<file path="config.mk">
export PLATFORM = sky130hd
export DESIGN_NAME = ram_burst_reader
export DESIGN_NICKNAME = d
export VERILOG_FILES = /design/src/rtl/ram_rd_pkg.sv /design/src/rtl/ram_window_buf.sv /design/src/rtl/ram_burst_reader.sv
export SDC_FILE = /design/constraint.sdc
export NUM_CORES = 2
export LEC_CHECK = 0
export ABC_CLOCK_PERIOD_IN_PS = 50800
export CAP_MARGIN = 10
export CORE_AREA = 2 2 339 341
export CTS_BUF_LIST = sky130_fd_sc_hd__clkbuf_8
export DETAILED_ROUTE_END_ITERATION = 8
export DIE_AREA = 0 0 341 343
export MAX_ROUTING_LAYER = met4
export SLEW_MARGIN = 10
export SYNTH_ARGS = -nofsm -noshare
export SYNTH_HDL_FRONTEND = slang
export SYNTH_HIERARCHICAL = 1
export SYNTH_SLANG_ARGS = --single-unit
</file>
<file path="constraint.sdc">
create_clock -name clk -period 50.8 [get_ports clk]
set_clock_uncertainty 0.05 [all_clocks]
set_input_delay 7.62 -clock clk [delete_from_list [all_inputs] [get_ports clk]]
set_output_delay 7.62 -clock clk [all_outputs]
set_load 0.02 [all_outputs]
</file>
<file path="src/rtl/ram_rd_pkg.sv">
// Shared constants and state encoding for the burst RAM read initiator.
// Imported by ram_window_buf and ram_burst_reader.
package ram_rd_pkg;

  localparam int WIN_WORDS  = 12;
  localparam int IDX_W      = 4;
  localparam int DEF_ADDR_W = 9;
  localparam int DEF_DATA_W = 64;

  typedef enum logic [2:0] {
    ST_IDLE,
    ST_REQ,
    ST_WAIT,
    ST_STREAM,
    ST_FIN
  } state_t;

  // Width of the RAM's flattened 12-word output bus.
  function automatic int bus_w(int data_w);
    return WIN_WORDS * data_w;
  endfunction

endpackage

</file>
<file path="src/rtl/ram_window_buf.sv">
// Twelve-word window buffer: parallel load from the RAM output bus,
// single indexed read port (out-of-range index reads as zero).
module ram_window_buf
  import ram_rd_pkg::*;
#(
  parameter int DATA_W = DEF_DATA_W
) (
  input  logic                     clk,
  input  logic                     rst,
  input  logic                     load,
  input  logic [bus_w(DATA_W)-1:0] load_data,
  input  logic [IDX_W-1:0]         rd_idx,
  output logic [DATA_W-1:0]        rd_data
);

  logic [DATA_W-1:0] mem [WIN_WORDS];

  // NOTE: this register file is small and the reader must come out of reset
  // fully defined, so it gets an explicit reset; large RAM arrays would not.
  always_ff @(posedge clk or posedge rst) begin
    if (rst) begin
      for (int k = 0; k < WIN_WORDS; k++) mem[k] <= '0;
    end else if (load) begin
      for (int k = 0; k < WIN_WORDS; k++) mem[k] <= load_data[DATA_W*k +: DATA_W];
    end
  end

  // NOTE: default assignment first so no path through this block leaves
  // rd_data unassigned, which would infer a latch.
  always_comb begin
    rd_data = '0;
    if (rd_idx < IDX_W'(WIN_WORDS)) rd_data = mem[rd_idx];
  end

endmodule

</file>
<file path="src/rtl/ram_burst_reader.sv">
// Read-side initiator for the 6-bank, 12-word burst RAM: fetches windows and
// streams them out on valid/ready. Optional watchdog: define RD_TIMEOUT_EN.
module ram_burst_reader
  import ram_rd_pkg::*;
#(
  parameter int ADDR_W   = DEF_ADDR_W,
  parameter int DATA_W   = DEF_DATA_W,
  parameter int WIN_STEP = 12
`ifdef RD_TIMEOUT_EN
  , parameter int TIMEOUT_CYCLES = 64
`endif
) (
  input  logic                     clk,
  input  logic                     rst,
  input  logic                     start,
  input  logic [ADDR_W-1:0]        base_addr,
  input  logic [7:0]               num_windows,
  output logic                     busy,
  output logic                     done,
  output logic                     error,
  output logic                     ram_en,
  output logic                     ram_wren,
  output logic [ADDR_W-1:0]        ram_addr,
  input  logic                     ram_ready,
  input  logic [bus_w(DATA_W)-1:0] ram_data,
  output logic                     m_valid,
  output logic [DATA_W-1:0]        m_data,
  output logic                     m_last,
  input  logic                     m_ready
);

  localparam logic [IDX_W-1:0] LAST_IDX = IDX_W'(WIN_WORDS - 1);

  state_t            state;
  logic [IDX_W-1:0]  idx;
  logic [IDX_W-1:0]  nxt_idx;
  logic [7:0]        win_left;
  logic              last_win;
  logic              buf_load;
  logic [DATA_W-1:0] buf_rd;

  assign ram_wren = 1'b0;
  assign nxt_idx  = idx + IDX_W'(1);
  assign last_win = (win_left == 8'd1);
  assign buf_load = (state == ST_WAIT) && ram_ready;

  // The buffer is read one index ahead so m_data can be registered.
  ram_window_buf #(.DATA_W(DATA_W)) u_buf (
    .clk      (clk),
    .rst      (rst),
    .load     (buf_load),
    .load_data(ram_data),
    .rd_idx   (nxt_idx),
    .rd_data  (buf_rd)
  );

`ifdef RD_TIMEOUT_EN
  localparam int TO_W = $clog2(TIMEOUT_CYCLES);
  logic [TO_W-1:0] wait_cnt;
`else
  assign error = 1'b0;
`endif

  // NOTE: every register here is sequential state, so all assignments are
  // non-blocking; blocking ones would race against other clocked readers.
  always_ff @(posedge clk or posedge rst) begin
    if (rst) begin
      state    <= ST_IDLE;
      busy     <= 1'b0;
      done     <= 1'b0;
      ram_en   <= 1'b0;
      ram_addr <= '0;
      m_valid  <= 1'b0;
      m_data   <= '0;
      m_last   <= 1'b0;
      idx      <= '0;
      win_left <= '0;
`ifdef RD_TIMEOUT_EN
      error    <= 1'b0;
      wait_cnt <= '0;
`endif
    end else begin
      ram_en <= 1'b0;
      done   <= 1'b0;
      case (state)
        ST_IDLE: begin
          if (start) begin
`ifdef RD_TIMEOUT_EN
            error <= 1'b0;
`endif
            if (num_windows != 8'd0) begin
              busy     <= 1'b1;
              ram_addr <= base_addr;
              win_left <= num_windows;
              ram_en   <= 1'b1;
              state    <= ST_REQ;
            end else begin
              done  <= 1'b1;
              state <= ST_FIN;
            end
          end
        end
        ST_REQ: begin
`ifdef RD_TIMEOUT_EN
          wait_cnt <= '0;
`endif
          state <= ST_WAIT;
        end
        ST_WAIT: begin
          if (ram_ready) begin
            m_valid <= 1'b1;
            m_data  <= ram_data[DATA_W-1:0];
            m_last  <= 1'b0;
            idx     <= '0;
            state   <= ST_STREAM;
          end
`ifdef RD_TIMEOUT_EN
          // Abandon the job; the partial window is never streamed.
          else if (wait_cnt == TO_W'(TIMEOUT_CYCLES - 1)) begin
            error <= 1'b1;
            busy  <= 1'b0;
            done  <= 1'b1;
            state <= ST_FIN;
          end else begin
            wait_cnt <= wait_cnt + TO_W'(1);
          end
`endif
        end
        ST_STREAM: begin
          if (m_ready) begin
            if (idx == LAST_IDX) begin
              m_valid <= 1'b0;
              m_data  <= '0;
              m_last  <= 1'b0;
              if (last_win) begin
                busy  <= 1'b0;
                done  <= 1'b1;
                state <= ST_FIN;
              end else begin
                win_left <= win_left - 8'd1;
                ram_addr <= ram_addr + ADDR_W'(WIN_STEP);
                ram_en   <= 1'b1;
                state    <= ST_REQ;
              end
            end else begin
              idx    <= nxt_idx;
              m_data <= buf_rd;
              m_last <= (nxt_idx == LAST_IDX) && last_win;
            end
          end
        end
        ST_FIN: state <= ST_IDLE;
        default: state <= ST_IDLE;
      endcase
    end
  end

endmodule

</file>
==> run metrics <==
hpwl dp 98,200 um; PD cells roughly 67 nW/um2; clock-pin slew on the worst setup and hold paths ~60 ps; mux cell area share after synthesis about a third; design area between 50,000 and 60,000 um2; post-CTS setup buffers 0; # Max-Cap Violations 0; CTS buffer count approximately 160; TritonCTS clock tree yes; Mean Syn Cell Area between 15 and 20 um2; Max-slew headroom 28.6%; EDFF count, synth 0; via density per instance 5.09; WL/cell 26.7 um; Top FF cell, synth dfrtp_1; vias in the first global route between 20,000 and 30,000; htree depth 4; Worst Setup Start Kind input pin; Synth Area in Simple Gates under 10%; reg2reg setup slack between 40,000 and 50,000 ps; setup violators final 0; leading cell type in the layout, fill and taps excluded clkdlybuf4s50_1; Num Clock Sinks roughly 860; fin crit share 23.9%; GRT Util Overall 23.8%; first-pass GRT wire length just under 200,000 um; Core ar. roughly 110,000 um2; Iter 0 DRT Violations between 1,500 and 2,000; Initial Util approximately 34%; num rows 124; Seq/Total Area, Yosys 56.0%; DRC Markers 0; Hold Path Sink m_last; global route total overflow 0; end of the worst register-to-register path u_buf/mem[448]; Syn-to-layout area delta 34.6%; TNS Setup 0 ps; Hold Crit Depth 2; Worst-Skew Late Latency 850 ps; Leak approximately 21 nW; crit path max fanout 73; commonest non-fill, non-tap cells in the layout clkdlybuf4s50_1 (867), dfrtp_1 (861), mux2_2 (772); fin crit period 12,120 ps; layout cells sized above 1 a little over a third; RD Place Congestion approximately 0.85; number of gates resized after cts 0; # IOs slightly below 900; Placed Cells 4,775; Final Non-Filler Cells ~5,100; total wire length about 140,000 um; worst reg2reg path depth 8; adder-cell share of the synthesized area less than 1%; initial antenna violation count 62; Async S/R FF share, synth 100%; drt first pass iters 5; clock buffer depth 3; Die X about 340 um; number of nets with antenna violations after routing 0; outcome completed; CTS root buf clkbuf_8; placed inst area between 40,000 and 50,000 um2; largest family of logic cells by synthesized area multiplexers; synth unique cells between 50 and 60; Crit Reg-Reg Startpoint state[1]; Die ar. 117,000 um2; Worst Max-Slew Pin Slew 1070 ps; Slew Limit Fails 0; Setup Slack @ Placement approximately 38,000 ps; Synth Warn # 6; CP Class in -> reg; WP data required between 50,000 and 60,000 ps; largest net degree at the start of global routing about 160; synthesized area ~38,000 um2; Fin. Hold Viols 0; crit path DAT roughly 13,000 ps; Compound-Gate Fraction of Synth Area under 10%; type of the most critical hold path reg -> reg; Cells after Synth 2,543; Synth Area in XOR/XNOR 0.0455%; port buffer count 867; nets@finish 4,216; maximum vdd drop between 0.05 and 0.06 mV; CP Capture Type register; Die H around 340 um; final setup margin between 30,000 and 40,000 ps; Max Freq a little over 80 MHz; synthesized flop and latch total 861; RSZ-0062 raised after global routing false; total vias in the final route between 20,000 and 30,000; number of hold buffers added after CTS 0; Hold Startpoint m_last
[layer usage]
layer	global-route usage [%]	part of all wire [%]	vias to the layer above	wire length (um)
met3	6.93	7.8	204	10600
met5	-	0	-	0
met1	30.0	42	13600	57100
li1	-	-	11300	-
met4	8.78	2.9	0	3980
met2	36.3	48	906	65000
[cell usage after synthesis (all sizes together), types with 2 or more instances]
cell	instances	area, um2
mux4	192	4320
o31ai	2	15.0
dfrtp	861	21500
nand3	4	20.0
nor4	4	25.0
and3b	2	17.5
nor3b	2	15.0
a221oi	62	543
o21ai	9	48.8
nor2b	5	31.3
a21oi	8	51.3
o211ai	7	57.6
clkbuf	47	178
a22oi	69	523
a21o	4	30.0
mux2	774	8720
o2bb2ai	7	61.3
nor2	139	522
inv	14	52.6
a2bb2oi	2	17.5
nand2	146	548
a31oi	3	18.8
buf	140	781
o22a	2	17.5
nand2b	3	18.8
ha	5	62.6
o22ai	5	31.3
xor2	2	17.5
nand3b	2	15.0
nor3	6	30.0
[worst max-delay path, stage by stage]
cell and delay (ps):
clkdlybuf4s50_1 510, nand2_1 90, nor3_2 150, buf_4 540, buf_4 780, buf_4 840, buf_4 760, buf_4 850
mux2_2 410
[power breakdown]
part	internal [mW]	switching (mW)	leakage [nW]	total [mW]
Sequential	1.04	0.197	10.2	1.23
Combinational	0.816	0.772	8.95	1.59
Clock	0.354	0.300	1.81	0.654
[registers in the layout, summed over array words and instances (netlist names)]
signal / count
busy: 1
done: 1
idx: 4
m_data: 64
m_last: 1
m_valid: 1
ram_addr: 9
ram_en: 1
state: 3
u_buf/mem: 768
win_left: 8
[kinds of logic (layout without fill, tap and decap cells)]
family / Yosys count / after routing
multiplexers: 967 / 967
buffers and inverters: 201 / 1196
adder cells (fa/ha/maj): 5 / 5
flip-flops: 861 / 861
XOR/XNOR: 2 / 2
other: 1 / 65
AO/OA/AOI/OAI: 187 / 187
AND/OR/NAND/NOR: 319 / 319
[how the worst max path moves through the flow]
stage,start,endpoint,slack (ps),cells after the start
2_1_floorplan,rst,u_buf/mem[0],21570,1
3_3_place_gp,ram_ready,u_buf/mem[95],37820,9
3_5_place_dp,ram_ready,u_buf/mem[736],37890,9
4_1_cts,ram_ready,u_buf/mem[375],38810,9
5_1_grt,ram_ready,u_buf/mem[311],38430,9
6_report,ram_ready,u_buf/mem[448],38680,9
[area by class of cell]
cell class,instances,area [um2]
fillers,10300,61600
flip-flops and latches,861,21500
multi-input cells,1482,16000
repair buffers,906,9020
clock buffers,194,2670
well taps,1512,1890
clock inverters,82,438
diodes,63,158
inverters,14,80.1
[through the flow]
stage / hold slack, ps / util, % / power (mW)
finish: 428 / 45.7 / 3.48
global placement: 414 / 42.8 / 2.81
floorplan: 425 / - / 2.28
detailed placement: 417 / 42.8 / 2.84
CTS: 431 / 45.5 / 3.51
global route: 459 / 45.6 / 3.68
(Power assumes the default switching activity.)
==> RTL edit 1 (same flow settings) <==
Build with the macro `RD_TIMEOUT_EN` defined.
--- a/src/rtl/ram_burst_reader.sv
+++ b/src/rtl/ram_burst_reader.sv
@@ -1,5 +1,7 @@
 // Read-side initiator for the 6-bank, 12-word burst RAM: fetches windows and
 // streams them out on valid/ready. Optional watchdog: define RD_TIMEOUT_EN.
+`define RD_TIMEOUT_EN
+
 module ram_burst_reader
   import ram_rd_pkg::*;
 #(
Behaviour: no difference found for any inputs over 4 cycles, from zero or initial values and one cycle with rst high; that may be too few to reach the edited logic, so the function may still have changed.
==> RTL edit 1 against the unedited design <==
  * Power is essentially flat
  * Critical path depth is 3 lower
  * Routed wire length increased by 2.6%
  * Cell area is 0.47% higher
  * Synthesized area increased by 0.91%
  * First-iteration DRC count decreased by 3.4%
  * Largest power group unchanged
  * Clock power fell by 0.9%
  * Sequential cell count is 7 higher
  * Setup slack improved by 0.64 ns
  * Core utilization is 0.22 points higher
  * Global-route usage increased by 0.69 points
==> RTL edit 1: results <==
{
  "synth_cell_types": 63,
  "p_switching_mw": 1.27,
  "wl_per_cell_um": 27.3,
  "synth-xor-area-share_pct": 0.0902,
  "grt_usage_pct": 24.5,
  "clock_latency_ns": 0.83,
  "dr_wl_met2_mm": 70.5,
  "final-nonclk-buf-share_pct": 17.3,
  "synthAdderAreaFrac_pct": 0.193,
  "grt_max_degree": 177,
  "ir_drop_v": 0.0000457,
  "routed_wl_mm": 140,
  "route.met3.wl_mm": 9.43,
  "dpl_cell_area_um2": 48800,
  "drt-met1-wl_mm": 56.9,
  "portBuffers": 868,
  "tightest_slew_ns": 1.23,
  "p_leak_nw": 21.1,
  "dp.cells": 4811,
  "ys_top_cells_by_count": "dfrtp_1, mux2_2, mux4_2",
  "avgSynthCellArea_um2": 15.0,
  "layout-drive-gt1-share_pct": 34.4,
  "buffers": 903,
  "rr_worst_depth": 11,
  "outcome": "finished clean",
  "final-clk-cell-share_pct": 5.84,
  "grt_pass1_wl_mm": 199,
  "critPathMaxStageDelay_ns": 0.91,
  "flops_and_latches": 868,
  "synth_area_leaders": "dfrtp_1, mux2_2, mux4_2",
  "cts_made_buffers": 155,
  "num-fill-cells": 10202,
  "arrival_ns": 12.23,
  "cp_max_fo": 92,
  "num_vias": 26225,
  "p_total_mw": 3.48,
  "antenna_found_initial": 64
}
==> RTL edit 1: cell count changes after synthesis, moves of 3 or more <==
cell,before,now
a21oi_1,7,74
a221oi_1,62,0
a22oi_1,68,131
buf_2,111,116
dfrtp_1,861,868
inv_1,13,18
mux2_2,772,768
nand2b_1,3,0
nand3_1,4,13
nor2_1,139,74
o21ai_0,8,16
==> RTL edit 1: final timing paths <==
| path | startpoint | endpoint | slack [ns] |
|---|---|---|---|
| min in group asynchronous | rst | m_data[46] | 7.31 |
| min | ram_addr[1] | ram_addr[1] | 0.44 |
| min reg2reg | ram_addr[1] | ram_addr[1] | 0.44 |
| max in group clk | ram_ready | u_buf/mem[84] | 39.85 |
| max reg2reg | idx[2] | m_data[24] | 45.14 |
| max | rst | u_buf/mem[194] | 39.32 |
==> RTL edit 1: critical path, delay by kind of cell <==
kind                   cells  cell delay, ns
buffers and inverters      6            4.39
==> RTL edit 2 (same flow settings) <==
Without the edit above. Encoding of `state_t`: now one-hot (5 bits for 5 states).
--- a/src/rtl/ram_rd_pkg.sv
+++ b/src/rtl/ram_rd_pkg.sv
@@ -7,12 +7,12 @@
   localparam int DEF_ADDR_W = 9;
   localparam int DEF_DATA_W = 64;
 
-  typedef enum logic [2:0] {
-    ST_IDLE,
-    ST_REQ,
-    ST_WAIT,
-    ST_STREAM,
-    ST_FIN
+  typedef enum logic [4:0] {
+    ST_IDLE   = 5'b00001,
+    ST_REQ    = 5'b00010,
+    ST_WAIT   = 5'b00100,
+    ST_STREAM = 5'b01000,
+    ST_FIN    = 5'b10000
   } state_t;
 
   // Width of the RAM's flattened 12-word output bus.
Formal check against the unedited RTL: same outputs for any inputs over 4 cycles, from zero or initial values and one cycle with rst high; so few cycles prove little.
==> RTL edit 2 against the unedited design <==
  * Maximum frequency increased by 4.9%
  * Cell area is 1.3% higher
  * Setup slack improved by 0.57 ns
  * Critical path depth decreased by 2
  * Power is 25% lower
  * Routed wire length grew 0.55%
  * Sequential share of layout area down 0.43 points
  * Sequential cell count rose by 2
  * Synthesized area is 2.5% higher
  * Critical path type unchanged
  * Largest cell class unchanged
==> RTL edit 2: results <==
{
  "drt_iter0_drc": 1523,
  "tightest_slew_ns": 1.12,
  "grt_usage_pct": 24.0,
  "place.gp.congestion": 0.852,
  "r2r-start": "state[0]",
  "cp_max_fo": 125,
  "layout-drive-gt1-share_pct": 35.6,
  "clockBufferCount": 185,
  "min-delay-start": "ram_addr[1]",
  "hold_end": "ram_addr[1]",
  "dpl.hpwl_mm": 99.2,
  "yosysSeqAreaShare_pct": 54.7,
  "ys_top_cells_by_count": "dfrtp_1, mux2_2, nand2_1",
  "vias_per_cell": 5.11,
  "grt_max_degree": 176,
  "dr_wl_met2_mm": 69.7,
  "synthMuxAreaShare_pct": 35.2,
  "seq_area_um2": 21600,
  "met1_usage_pct": 27.2,
  "route.met3.wl_mm": 10.5,
  "p_leak_nw": 23.0,
  "p_per_area_nw_per_um2": 49.8,
  "r2r_end": "u_buf/mem[297]",
  "dpl_cell_area_um2": 49300,
  "inverters": 18,
  "outcome": "finished clean",
  "antenna_found_initial": 50,
  "synth_area_leaders": "dfrtp_1, mux2_2, mux4_2",
  "drtPass1Iterations": 7,
  "rrSetupSlack_ns": 45.59,
  "buffers": 901,
  "final-clk-cell-share_pct": 5.74,
  "ys_ff_latch": 863,
  "synth-xor-area-share_pct": 0.0666,
  "n_antenna_cell": 50
}
-- RTL edit 2: worst max-delay path by stage --
stage,start,end
finish,ram_ready,u_buf/mem[297]
global route,ram_ready,u_buf/mem[424]
CTS,ram_ready,u_buf/mem[297]
detailed placement,ram_ready,u_buf/mem[478]
global placement,ram_ready,u_buf/mem[358]
floorplan,rst,u_buf/mem[0]
-- RTL edit 2: stage by stage --
stage	hold slack [ns]	total power, mW	instances
final	0.430	2.61	5160
after global routing	0.456	2.76	5154
after CTS	0.435	2.65	5110
after detailed placement	0.422	1.99	4851
after global placement	0.416	1.97	4851
after floorplan	0.425	1.63	2632
-- RTL edit 2: power breakdown --
part	total [mW]	switching, mW	internal, mW	leakage (nW)
registers	1.09	0.148	0.946	11.4
clock network	0.645	0.300	0.346	1.73
logic	0.871	0.392	0.480	9.90
total	2.61	0.840	1.77	23.0
-- RTL edit 2: critical path: cells and delay by family --
kind | cells | cell delay (ns)
buffers and inverters | 5 | 3.61
muxes | 1 | 0.41
and+or+nand+nor | 1 | 0.31
